## config.mk

```make
export PLATFORM = sky130hd
export DESIGN_NAME = rr_arbiter_4req
export DESIGN_NICKNAME = d
export VERILOG_FILES = /design/src/rtl/rr_arbiter_4req.sv
export SDC_FILE = /design/constraint.sdc
export NUM_CORES = 1
export LEC_CHECK = 0
export BUFFER_PORTS_ARGS = -buffer_cell sky130_fd_sc_hd__clkbuf_2
export CELL_PAD_IN_SITES_DETAIL_PLACEMENT = 1
export CELL_PAD_IN_SITES_GLOBAL_PLACEMENT = 2
export CORE_MARGIN = 8
export CORE_UTILIZATION = 39
export CTS_BUF_LIST = sky130_fd_sc_hd__clkbuf_2
export DETAILED_ROUTE_END_ITERATION = 10
export GPL_ROUTABILITY_DRIVEN = 0
export GPL_TIMING_DRIVEN = 1
export PLACE_DENSITY_LB_ADDON = 0.12
export SYNTH_ARGS = -nofsm -noshare
export SYNTH_HDL_FRONTEND = slang
export SYNTH_SLANG_ARGS = --single-unit
```

## constraint.sdc

```tcl
create_clock -name clk -period 2.4 [get_ports clk]
set_input_delay 0.12 -clock clk [delete_from_list [all_inputs] [get_ports clk]]
set_output_delay 0.12 -clock clk [all_outputs]
set_load 0.005 [all_outputs]
```

## src/rtl/rr_arbiter_4req.sv

```systemverilog
// Four-requester arbiter with round-robin scheduling and a per-ownership hold limit.
// Define ARB_FIXED_PRIORITY_EN to replace round-robin with fixed priority (highest index wins).
module rr_arbiter_4req #(
    parameter int unsigned MAX_HOLD = 8
) (
    input  logic       clk,
    input  logic       rst,
    input  logic [3:0] req,
    output logic [3:0] gnt,
    output logic [1:0] gnt_id,
    output logic       gnt_valid,
    output logic       timeout
);

    localparam int unsigned CNT_W    = 8;
    localparam logic [CNT_W-1:0] HOLD_LIM = CNT_W'(MAX_HOLD);
    localparam logic [CNT_W-1:0] CNT_MAX  = {CNT_W{1'b1}};
    localparam bit   HOLD_EN  = (MAX_HOLD != 0);

    typedef enum logic {
        IDLE  = 1'b0,
        GRANT = 1'b1
    } state_t;

    state_t           state, state_n;
    logic [CNT_W-1:0] cnt, cnt_n;
    logic [3:0]       gnt_n;
    logic [1:0]       gnt_id_n;
    logic             gnt_valid_n;
    logic             timeout_n;
    logic [1:0]       win_idx;

`ifndef ARB_FIXED_PRIORITY_EN
    logic [1:0]       last, last_n;
`endif

    // Winner selection; later loop iterations override earlier ones.
    always_comb begin
        win_idx = 2'd0;
`ifdef ARB_FIXED_PRIORITY_EN
        for (int i = 0; i < 4; i++) begin
            if (req[i]) win_idx = 2'(i);
        end
`else
        // Walk the search order backwards so the first hit after last wins.
        for (int k = 4; k >= 1; k--) begin
            if (req[last + 2'(k)]) win_idx = last + 2'(k);
        end
`endif
    end

    always_ff @(posedge clk or posedge rst) begin
        if (rst) begin
            state     <= IDLE;
            cnt       <= '0;
            gnt       <= 4'd0;
            gnt_id    <= 2'd0;
            gnt_valid <= 1'b0;
            timeout   <= 1'b0;
`ifndef ARB_FIXED_PRIORITY_EN
            last      <= 2'd3;
`endif
        end else begin
            state     <= state_n;
            cnt       <= cnt_n;
            gnt       <= gnt_n;
            gnt_id    <= gnt_id_n;
            gnt_valid <= gnt_valid_n;
            timeout   <= timeout_n;
`ifndef ARB_FIXED_PRIORITY_EN
            last      <= last_n;
`endif
        end
    end

    always_comb begin
        state_n     = state;
        cnt_n       = cnt;
        gnt_n       = gnt;
        gnt_id_n    = gnt_id;
        gnt_valid_n = gnt_valid;
        timeout_n   = 1'b0;
`ifndef ARB_FIXED_PRIORITY_EN
        last_n      = last;
`endif
        case (state)
            IDLE: begin
                gnt_n       = 4'd0;
                gnt_id_n    = 2'd0;
                gnt_valid_n = 1'b0;
                cnt_n       = '0;
                if (|req) begin
                    state_n     = GRANT;
                    cnt_n       = CNT_W'(1);
                    gnt_n       = 4'(4'b0001 << win_idx);
                    gnt_id_n    = win_idx;
                    gnt_valid_n = 1'b1;
`ifndef ARB_FIXED_PRIORITY_EN
                    last_n      = win_idx;
`endif
                end
            end
            GRANT: begin
                // Release beats revocation, so timeout only fires while the owner still requests.
                if (!req[gnt_id] || (HOLD_EN && cnt == HOLD_LIM)) begin
                    state_n     = IDLE;
                    cnt_n       = '0;
                    gnt_n       = 4'd0;
                    gnt_id_n    = 2'd0;
                    gnt_valid_n = 1'b0;
                    timeout_n   = req[gnt_id];
                end else if (cnt != CNT_MAX) begin
                    cnt_n = cnt + CNT_W'(1);
                end
            end
            default: begin
                state_n = IDLE;
            end
        endcase
    end

endmodule

```

==> results of run 1 <==
-- power by group through the flow --
stage	registers (uW)	logic [uW]	clock network (uW)
2_1_floorplan	517	304	0
3_3_place_gp	526	432	0
3_5_place_dp	535	440	0
4_1_cts	526	443	148
5_1_grt	544	489	163
6_report	523	428	140
-- kinds of logic after synthesis --
logic type,Yosys count,synth area share [%]
AND/OR/NAND/NOR,42,23.40
flip-flops,19,48.85
multiplexers,3,3.069
AO/OA/AOI/OAI,27,19.44
buffers and inverters,5,2.685
adder cells (fa/ha/maj),2,2.557
-- cell usage after synthesis (3+ instances only) --
cell / count
nand3_1: 4
inv_1: 4
nand2b_1: 4
a31oi_1: 3
o21ai_0: 5
a22o_1: 3
dfrtp_1: 17
nor2_1: 11
nor3_1: 3
nand2_1: 8
a21oi_1: 4
mux2i_1: 3
a211oi_1: 4
-- state kept, by name, summed over array words and instances (netlist names) --
| name | cells |
|---|---|
| cnt | 8 |
| gnt | 4 |
| gnt_id | 2 |
| last | 2 |
| gnt_valid | 1 |
| state | 1 |
| timeout | 1 |
-- per-stage QoR --
| stage | power [uW] | hold slack [ns] | worst slack (ns) |
|---|---|---|---|
| finish | 1090 | 0.1856 | 0.6940 |
| global route | 1196 | 0.2283 | 0.5211 |
| CTS | 1117 | 0.1664 | 0.6700 |
| detailed placement | 974.6 | 0.2708 | 0.7021 |
| global placement | 958.0 | 0.2690 | 0.7820 |
| floorplan | 820.4 | 0.06965 | 0.9057 |
-- per-layer routing --
| layer | track usage, % | wire (um) |
|---|---|---|
| met5 | 0 | 0 |
| met3 | 2.542 | 94 |
| met4 | 5.600 | 31 |
| met1 | 13.62 | 1031 |
| met2 | 20.02 | 1140 |
-- layout by cell type, fill, tap and decap left out, types with 2 or more instances in the layout --
| cell type | n |
|---|---|
| dfstp_2 | 2 |
| nor4_1 | 2 |
| nand2_1 | 8 |
| o2bb2ai_1 | 2 |
| nand2b_1 | 4 |
| a22o_1 | 3 |
| a31oi_1 | 3 |
| inv_1 | 4 |
| nor3_1 | 3 |
| nor2_1 | 11 |
| o21ai_0 | 5 |
| ha_1 | 2 |
| and3_1 | 2 |
| a211oi_1 | 4 |
| dfrtp_1 | 17 |
| nand3_1 | 4 |
| clkbuf_2 | 16 |
| a21oi_1 | 4 |
| mux2i_1 | 3 |
-- worst min path at each step --
stage,from,to
finish,req[2],state
global route,req[2],last[1]
CTS,req[2],state
detailed placement,rst,timeout
global placement,rst,gnt_id[0]
floorplan,rst,cnt[0]
-- timing repair --
action | CTS | global route
hold endpoints to repair | 17 | 0
setup buffers | 0 | 0
hold buffers | 1 | 0
-- layout make-up --
| type | instances | area, um^2 |
|---|---|---|
| inverter | 4 | 15.01 |
| multi-input combinational | 74 | 474.2 |
| tap | 30 | 37.54 |
| fill | 291 | 1333 |
| clock inverter | 1 | 5.005 |
| clock buffer | 3 | 15.01 |
| sequential | 19 | 478.0 |
| timing repair buffer | 14 | 75.07 |
-- critical path: stages (launching register included) --
cell and delay [ns]:
dfrtp_1 0.48, ha_1 0.28, nand4_1 0.22, or2_1 0.33
and3_1 0.19, nor3_1 0.15
==> summary.md, run 1 <==
| Metric | Value |
|---|---|
| Result of the run | finished clean |
| Worst R2R Setup Slack | 0.69 ns |
| Final standard cell utilization of the core | 45.22% |
| Sum Neg Setup Slack | 0 ns |
| Share of the clock period used by the worst path after layout | 71.08% |
| Total clock buffers created by CTS | 3 |
| Worst reg2reg endpoint | cnt[2] |
| Register clock-pin slew on the reported worst setup and hold paths | 0.19 ns |
| Yosys top cell area share | 43.48% |
| Count of antenna-violating nets left after detailed routing | 0 |
| Clock Tree Root | clkbuf_2 |
| Synthesis-stage register bit count | 19 |
| TritonCTS clock tree | yes |
| Synth area leader | dfrtp_1 |
| Placed inst area | 1070 um^2 |
| FMAX | 586.2 MHz |
| Number of flops mapped to enable cells by yosys | 0 |
| CP Capture Point | cnt[2] |
| Post-Syn Nets | 106 |
| Number of distinct library cells after synthesis | 33 |
| Max Transition Viols Final | 0 |
| Max-slew headroom | 50.52% |
| Final setup fails | 0 |
| Row count | 18 |
| Gr usage total | 11.77% |
| Hold Path Cell Cnt | 3 |
| Number of placed instances with taps included | 140 |
| Residual DRC | 0 |
| Worst r2r path cells | 5 |
| Worst Setup End Kind | flop |
| Final Critical Period | 1.706 ns |
| Effective utilization at floorplan | 40.23% |
| Worst path arrival time | 1.95 ns |
| Worst setup SP type | flop |
| Number of resized instances in the post-cts repair step | 0 |
| HPWL after DPL | 1757 um |
| Total overflow reported by the global router | 0 |
| Path type of the worst min-delay path | input port to flop |
| Largest cells by area after synthesis | dfrtp_1 43%, dfstp_2 5.4%, nor2_1 4.2% |
| Overall die area | 4368 um^2 |
| Peak fanout along the critical path | 7 |
| Number of DRC markers in iteration 0 | 32 |
| Most instantiated flip-flop cell in the synthesis netlist | dfrtp_1 |
| I/O pins | 14 |
| Number of antenna diodes | 0 |
| Post-layout instance area | 1100 um^2 |
| Number of nets in the finished design | 124 |
| Share of cells above drive strength 1 | 20.87% |
| Port Buf Inserts | 13 |
| First-pass GRT wire length | 4043 um |
| Critical Setup Path Class | flop to flop |
| RSZ-0062 raised after global routing | no |
| Max-Cap Viols | 0 |
| Slew at the pin with the worst max-slew slack | 0.7414 ns |
| Worst Path Required | 2.64 ns |
| Wire length after detailed routing | 2298 um |
| Die width | 66.09 um |
| Design internal power | 655.6 uW |
| Pin count of the biggest net entering global routing | 20 |
| Net switching power figure | 434.5 uW |
| Number of non-filler instances in the completed layout | 145 |
| Combinational share of power | 39.2% |
| Worst Skew | 0.002330 ns |
| Reg2reg start | cnt[0] |
| Initial antenna violation count | 0 |
| Share of synthesized registers carrying an async set or reset | 100.0% |
| Maximum level of the CTS H-tree | 1 |
| Number of global-route vias before repair | 862 |
| Leakage power | 0.0004952 uW |
| Clock sink count | 19 |
| Source-to-sink clock delay at the later pin of the worst-skew pair | 0.30 ns |
| Post-Syn Area per Cell | 9.984 um^2 |
| Routed length per placed instance | 15.85 um |
| Via density per instance | 5.566 |
| Max Buffers Root-to-Sink | 2 |
| Sequential share of power | 48.0% |
| DR pass1 iterations | 2 |
| Area growth syn-to-layout | 12.40% |
| Seq/Total Area, Yosys | 48.85% |
| Number of warnings issued by yosys | 0 |
| Mapped Cells | 98 |
| Core Area | 2432 um^2 |
| Hold Vio Cnt, Final | 0 |
| Part of the total power dissipated in the clock network | 12.8% |
| Vertical die dimension | 66.09 um |
| Number of vias after detailed routing | 807 |
| Pwr per Cell Area | 991.3 nW/um^2 |
| IR Drop Worst-Case VDD | 0.4803 mV |
| Worst setup path startpoint | cnt[0] |
| Switching part of the total | 39.86% |
| Netlist area before placement | 978.4 um^2 |
Power figures use the tool's default switching activity.
==> run 2: changes to the inputs <==
--- a/config.mk
+++ b/config.mk
@@ -8,8 +8,9 @@
 export BUFFER_PORTS_ARGS = -buffer_cell sky130_fd_sc_hd__clkbuf_2
 export CELL_PAD_IN_SITES_DETAIL_PLACEMENT = 1
 export CELL_PAD_IN_SITES_GLOBAL_PLACEMENT = 2
+export CORE_ASPECT_RATIO = 2
 export CORE_MARGIN = 8
-export CORE_UTILIZATION = 39
+export CORE_UTILIZATION = 36
 export CTS_BUF_LIST = sky130_fd_sc_hd__clkbuf_2
 export DETAILED_ROUTE_END_ITERATION = 10
 export GPL_ROUTABILITY_DRIVEN = 0
==> constraint.sdc (replaced) <==
create_clock -name clk -period 1.7 [get_ports clk]
set_input_delay 0.085 -clock clk [delete_from_list [all_inputs] [get_ports clk]]
set_output_delay 0.085 -clock clk [all_outputs]
set_load 0.005 [all_outputs]
==> run 2 against run 1 <==
Total power increased by 41%. Worst setup slack got worse by 0.54 ns. Count of clock-buffer cells in the layout increased by 1. Combinational power increased by 38%. Die area increased by 8.6%. Final cell count increased by 0.69%. Maximum frequency increased by 10%. Via count increased by 1.6%. Hold slack got worse by 0.044 ns. Non-clock buffer count increased by 2. Sequential cell count unchanged. First-iteration DRC count decreased by 75%. Critical path type unchanged. Critical endpoint unchanged. Highest routed layer unchanged.
==> summary.md, run 2 (same netlist as run 1, synthesis figures left out) <==
| Metric | Value |
|---|---|
| Final setup fails | 0 |
| Clock sink count | 19 |
| RSZ-0062 raised after global routing | no |
| Vertical die dimension | 89.73 um |
| Leakage power | 0.0005020 uW |
| Power Total | 1542 uW |
| Top reg by flops | cnt |
| Worst slack after detailed placement | 0.09429 ns |
| Gr usage total | 10.74% |
| Slew at the pin with the worst max-slew slack | 0.7235 ns |
| Critical Setup Path Class | flop to flop |
| Via density per instance | 5.616 |
| Worst r2r path cells | 5 |
| Worst Setup End Kind | flop |
| Post-layout instance area | 1117 um^2 |
| Number of placed instances with taps included | 141 |
| Overall die area | 4743 um^2 |
| Pwr per Cell Area | 1381 nW/um^2 |
| Routed length per placed instance | 15.65 um |
| Sum Neg Setup Slack | 0 ns |
| Fill cell total of the finished layout | 324 |
| Total overflow reported by the global router | 0 |
| Number of non-filler instances in the completed layout | 146 |
| Number of global-route vias before repair | 872 |
| Share of cells above drive strength 1 | 23.93% |
| Peak fanout along the critical path | 6 |
| Final Critical Period | 1.549 ns |
| Register clock-pin slew on the reported worst setup and hold paths | 0.19 ns |
| Effective utilization at floorplan | 36.66% |
| Number of DRC markers in iteration 0 | 8 |
| Share of the clock period used by the worst path after layout | 91.12% |
| Number of antenna diodes | 0 |
| Hold Path Cell Cnt | 3 |
| Row count | 27 |
| IR Drop Worst-Case VDD | 0.6742 mV |
| Area growth syn-to-layout | 14.19% |
| Result of the run | finished clean |
| Worst Skew | 0.01477 ns |
| Largest registers | cnt: 8 flops, gnt: 4 flops |
| Setup Buffers After CTS | 0 |
| Worst path arrival time | 1.80 ns |
| Source-to-sink clock delay at the later pin of the worst-skew pair | 0.31 ns |
| Residual DRC | 0 |
| I/O pins | 14 |
| Die width | 52.87 um |
| Most common library cell in the layout ignoring fill and taps | clkbuf_2 |
| Worst Path Required | 1.95 ns |
| Count of antenna-violating nets left after detailed routing | 0 |
| Hold Vio Cnt, Final | 0 |
| Pin count of the biggest net entering global routing | 20 |
| TritonCTS clock tree | yes |
| Placed inst area | 1084 um^2 |
| Wire length after detailed routing | 2285 um |
| Path type of the worst min-delay path | input port to flop |
| Final worst-path setup slack | 0.1510 ns |
| Clock Tree Root | clkbuf_2 |
| HPWL after DPL | 1808 um |
| Max Transition Viols Final | 0 |
| Core Area | 2669 um^2 |
| Max Buffers Root-to-Sink | 2 |
| FMAX | 645.6 MHz |
| Most frequent cells in the layout | 17 x clkbuf_2, 16 x dfrtp_1, 11 x nor2_1 |
| Total clock buffers created by CTS | 3 |
| Largest register FFs | 8 |
| Initial antenna violation count | 0 |
| DR pass1 iterations | 4 |
| Port Buf Inserts | 13 |
| Number of nets in the finished design | 126 |
| Max-slew headroom | 51.71% |
| First-pass GRT wire length | 4002 um |
| Max-Cap Viols | 0 |
| Worst setup SP type | flop |
| Number of vias after detailed routing | 820 |
| Maximum level of the CTS H-tree | 1 |
## run 2: worst paths after layout
kind | start | endpoint | slack, ns
max in group asynchronous | rst | cnt[0] | 0.79
min | req[2] | state | 0.14
min reg2reg | gnt_valid | gnt_valid | 0.51
max reg2reg | cnt[1] | cnt[2] | 0.15
max | cnt[1] | cnt[2] | 0.15
min in group asynchronous | rst | cnt[6] | 0.39
## run 2: per-stage QoR
step           util [%]  hold slack [ns]
2_1_floorplan         -          0.03465
3_3_place_gp      40.60           0.2069
3_5_place_dp      40.60           0.2357
4_1_cts           41.73           0.1443
5_1_grt           41.87           0.1619
6_report          41.87           0.1415
## run 2: final cells by class
type                    instances  area [um^2]  area share [%]
multi-input cells              74        476.7           42.67
repair buffers                 16        90.09           8.063
flip-flops and latches         19        479.2           42.89
clock buffers                   4        20.02           1.792
well taps                      29        36.28           3.247
inverters                       4        15.01           1.344
## run 2: critical path: stages, from the launching register on
cell     delay (ns)
dfrtp_1        0.45
ha_2           0.25
nand4_1        0.12
or2_1          0.30
and3_1         0.19
nor3_1         0.16
## run 2: what timing repair did
item,in CTS,in global routing
hold endpoints to repair,17,0
endpoints found under the setup margin,0,2
gates resized for setup,0,2
hold buffers,1,0
## run 2: metal layers
metal  part of all wire [%]  global-route usage [%]  wire length [um]
met5                      0                       0                 0
met4                    1.6                   5.435                36
met3                    3.6                   2.475                83
met1                     44                   12.51              1008
met2                     51                   17.13              1156
## run 2: power by group
group / switching [uW] / total [uW] / internal [uW]
Clock: 143 / 205 / 62.3
Combinational: 327 / 592 / 264
Sequential: 135 / 746 / 611
Total: 605 / 1540 / 937
